[src/rtl/transmitter_core.sv]
// Serial byte transmitter: start bit, 8 data bits LSB first, odd parity, stop bit.
// The start bit appears 1 clk after send is accepted in IDLE. A send that arrives while busy is dropped, and nothing is queued.
module transmitter_core #(
  parameter int CLK_RATE  = 100_000_000,
  parameter int BAUD_RATE = 19200
) (
  input  logic       clk,
  input  logic       rst,
  input  logic       send,
  input  logic [7:0] din,
  output logic       tx,
  output logic       tx_busy,
  output logic       tx_done
);

  // Bit period rounded down to a multiple of 16 so it matches a 16x-oversampled receiver.
  localparam int BIT_CYCLES = 16 * (CLK_RATE / BAUD_RATE / 16);
  localparam int TW = (BIT_CYCLES > 1) ? $clog2(BIT_CYCLES) : 1;
  localparam logic [TW-1:0] TC = TW'(BIT_CYCLES - 1);

  typedef enum logic [2:0] {
    IDLE   = 3'd0,
    START  = 3'd1,
    DATA   = 3'd2,
    PARITY = 3'd3,
    STOP   = 3'd4
  } state_t;

  state_t        state, state_d;
  logic [TW-1:0] timer, timer_d;
  logic [2:0]    idx, idx_d;
  logic [7:0]    shift, shift_d;
  logic          par, par_d;
  logic          tx_d, busy_d, done_d;
  logic          tc;

  assign tc = (timer == TC);

  always_ff @(posedge clk) begin
    if (rst) begin
      state   <= IDLE;
      timer   <= '0;
      idx     <= '0;
      shift   <= '0;
      par     <= 1'b0;
      tx      <= 1'b1;
      tx_busy <= 1'b0;
      tx_done <= 1'b0;
    end else begin
      state   <= state_d;
      timer   <= timer_d;
      idx     <= idx_d;
      shift   <= shift_d;
      par     <= par_d;
      tx      <= tx_d;
      tx_busy <= busy_d;
      tx_done <= done_d;
    end
  end

  always_comb begin
    state_d = state;
    timer_d = timer;
    idx_d   = idx;
    shift_d = shift;
    par_d   = par;
    if (state != IDLE)
      timer_d = tc ? '0 : timer + 1'b1;
    case (state)
      IDLE: begin
        if (send) begin
          state_d = START;
          shift_d = din;
          par_d   = ~^din;
          timer_d = '0;
          idx_d   = '0;
        end
      end
      START:  if (tc) state_d = DATA;
      DATA: begin
        if (tc) begin
          shift_d = {1'b0, shift[7:1]};
          idx_d   = idx + 3'd1;
          if (idx == 3'd7)
            state_d = PARITY;
        end
      end
      PARITY: if (tc) state_d = STOP;
      STOP:   if (tc) state_d = IDLE;
      default: begin
        state_d = IDLE;
        timer_d = '0;
        idx_d   = '0;
      end
    endcase
  end

  // Outputs are decoded from the next state so tx and tx_busy come straight from flops.
  always_comb begin
    tx_d = 1'b1;
    case (state_d)
      START:   tx_d = 1'b0;
      DATA:    tx_d = shift_d[0];
      PARITY:  tx_d = par_d;
      default: tx_d = 1'b1;
    endcase
    busy_d = (state_d != IDLE);
    done_d = (state == STOP) && tc;
  end

endmodule

[config.mk]
export PLATFORM = sky130hd
export DESIGN_NAME = transmitter_core
export DESIGN_NICKNAME = d
export VERILOG_FILES = /design/src/rtl/transmitter_core.sv
export SDC_FILE = /design/constraint.sdc
export NUM_CORES = 1
export LEC_CHECK = 0
export ABC_CLOCK_PERIOD_IN_PS = 3100
export CORE_AREA = 2 2 63 65
export CTS_CLUSTER_DIAMETER = 80
export DETAILED_ROUTE_END_ITERATION = 10
export DIE_AREA = 0 0 65 67
export GPL_ROUTABILITY_DRIVEN = 0
export GPL_TIMING_DRIVEN = 0
export REMOVE_ABC_BUFFERS = 1
export SKIP_LAST_GASP = 1
export SYNTH_ARGS = -nofsm -noshare
export SYNTH_HDL_FRONTEND = slang
export SYNTH_SLANG_ARGS = --single-unit
export TNS_END_PERCENT = 30
[constraint.sdc]
create_clock -name clk -period 3.1 [get_ports clk]
set_input_delay 0.775 -clock clk [delete_from_list [all_inputs] [get_ports clk]]
set_output_delay 0.775 -clock clk [all_outputs]
set_load 0.01 [all_outputs]
==> results.json <==
{
  "worstPathMaxFanout": 15,
  "min_period_over_period_pct": 92.7,
  "relSlewSlack_pct": 14.9,
  "grt_max_degree": 24,
  "numCtsBuffers": 5,
  "crit_buf_inv": 1,
  "syn_inst": 178,
  "clkTransAtPathRegs_ns": 0.06,
  "wl_microns": 3020,
  "peakVddDrop_mv": 0.219,
  "cpLargestDelayFamily": "simple AND/OR/NAND/NOR gates",
  "synth_cell_types": 39,
  "cts_max_level": 2,
  "synth_area_per_cell_sq_um": 8.62,
  "final-setup-viol-count": 0,
  "holdCritPathClass": "flip-flop to flip-flop",
  "path_class": "input port to flip-flop",
  "grt_pass1_wl_microns": 5600,
  "skew_ns": 0.00133,
  "worst_pin_slew_ns": 1.27,
  "holdBufCountCts": 0,
  "drtIter0Drc": 61,
  "diodes": 0,
  "numPortBuffers": 13,
  "drc_errors": 0,
  "grt_pass1_vias": 1237,
  "cp.arrival_ns": 3.02,
  "drive_above_1_share_pct": 6.38,
  "post_drt_wl_per_cell_microns": 12.8,
  "rsz0062_at_grt": "false",
  "hp-start": "shift[3]",
  "fp-row-count": 22,
  "vias": 1269,
  "ys_ff_latch": 31,
  "dpl_cell_area_sq_um": 1690,
  "viasPerCell": 5.38,
  "ioPinCount": 14,
  "crit-reg2reg-launch": "timer[8]",
  "hpwl_microns": 2180,
  "fin_crit_ns": 2.88,
  "post_cts_resize_count": 0,
  "cp_slowest_cell": "nor4b_2",
  "synth_top_cell_by_area": "dfxtp_1",
  "startpoint": "send",
  "layout.nets": 202,
  "cp.required_ns": 3.25,
  "synth_enable_flop_cells": 0,
  "timing.fmax_mhz": 348,
  "critPathCaptureType": "flip-flop",
  "drt-pass1-iter-count": 4,
  "yosys-top-cells-area": "dfxtp_1 40%, xnor2_1 8.6%, nor2_1 7.1%",
  "initial_core_util_pct": 42.6,
  "grt_overflow": 0,
  "cts_sinks": 31,
  "core_sq_um": 3610,
  "power_uw": 833,
  "ant_nets": 0,
  "yosysSeqAreaShare_pct": 40.4,
  "synth_area_sq_um": 1540,
  "die_x_microns": 65,
  "antenna_found_initial": 0,
  "synthMostInstantiatedCell": "dfxtp_1",
  "synth_common_cells": "31 x dfxtp_1, 29 x nor2_1, 15 x xnor2_1",
  "drv_cap": 0,
  "track_usage_pct": 16.9,
  "async_reset_ff_share_pct": 0,
  "syn2layout_area_growth_pct": 15.9,
  "final.fill_count": 345,
  "clk_path_buf_depth": 2,
  "ys.flop_type": "dfxtp_1",
  "status": "completed",
  "finalInstanceArea_sq_um": 1780,
  "finalHoldViolations": 0,
  "yosysWarnings": 0,
  "cts_root_buffer": "clkbuf_8",
  "yosysTopAreaCellShare_pct": 40.4,
  "p_per_area_nw_per_um2": 468,
  "slew_violations": 0,
  "startpoint_type": "input port",
  "cpPeakStageDelay_ns": 1.04,
  "cts_tree": "yes",
  "power_leakage_uw": 0.000592,
  "die_h_microns": 67,
  "clk_latency_ns": 0.27,
  "worstPathCellList": "clkdlybuf4s50_1 > nor4b_2 > nor2b_1 > a2111oi_1 > a311oi_1",
  "holdWs_ns": 0.458,
  "cts_setup_buffers": 0,
  "dieArea_sq_um": 4360
}
-- path summary, 6_finish.rpt --
kind                    to  slack [ns]  depth (start not counted)
setup / recovery        tx        0.22                          5
hold / removal    shift[3]        0.46                          2
setup reg to reg  timer[6]        0.49                          5
hold reg to reg   shift[3]        0.46                          2
-- state kept, by name (all words and copies together), names as in the netlist --
name     count
shift        8
idx          3
par          1
tx_busy      1
timer       13
state        3
tx_done      1
tx           1
-- routing by layer --
metal / share of wire (%) / vias up / global-route usage [%]
met1: 46 / 594 / 20.0
met5: 0 / - / 0
met2: 48 / 24 / 28.4
li1: - / 646 / -
met4: 1.6 / 0 / 6.38
met3: 4.4 / 5 / 5.57
-- logic make-up after synthesis --
kind of cell / after synthesis / synth area share (%)
xor+xnor: 18 / 10.3
mux: 2 / 1.39
buf+inv: 14 / 3.83
fa+ha+maj: 3 / 2.45
flops: 31 / 40.4
simple gates: 81 / 27.3
compound gates: 29 / 14.3
-- cell type report --
class                   count  area, sq um  area share [%]
clock buffers               6         82.6            4.64
clock inverters             1         5.00           0.281
inverters                   3         11.3           0.633
multi-input cells         133          862            48.5
flip-flops and latches     31          621            34.9
well taps                  48         60.1            3.38
repair buffers             14          138            7.74
-- metrics by stage --
step                TNS, ns  utilization, %  instances  worst slack [ns]
detailed placement  -0.0538            46.9        229           -0.0538
finish                    0            49.3        236             0.225
floorplan                 0               -        167             0.589
CTS                       0            49.3        236             0.226
global placement     -0.217            46.5        228           -0.0405
global route              0            49.3        236            0.0446
-- worst reg2reg max path: cells and delay by family, from the launching register on --
kind             cells  cell delay [ns]
AO/OA/AOI/OAI        1             0.71
flip-flops           1             0.33
AND/OR/NAND/NOR      4             1.43
-- cells in the final DEF (no fill, tap or decap), types with 2 or more instances in the layout --
master | synthesis | final
nor2b_1 | 6 | 6
nand3b_1 | 3 | 3
nand2b_1 | 2 | 2
nor4_1 | 4 | 3
nor2_1 | 29 | 29
nand2_1 | 14 | 14
clkbuf_8 | 0 | 6
a21oi_1 | 9 | 9
a22oi_1 | 8 | 8
xor2_1 | 3 | 3
or3_1 | 2 | 2
clkdlybuf4s50_1 | 0 | 13
or4b_1 | 2 | 2
nand4_1 | 5 | 5
ha_1 | 3 | 3
nor3_1 | 7 | 7
dfxtp_1 | 31 | 31
inv_1 | 3 | 3
xnor2_1 | 15 | 15
nand3_1 | 2 | 2
-- where the power goes --
part           switching (uW)  total [uW]  internal (uW)  leakage, uW
combinational            48.7        98.8           50.1     0.000293
sequential               9.49         422            413     0.000252
clock                     139         312            174    0.0000470
total                     197         833            637     0.000592
(Power assumes the default switching activity.)
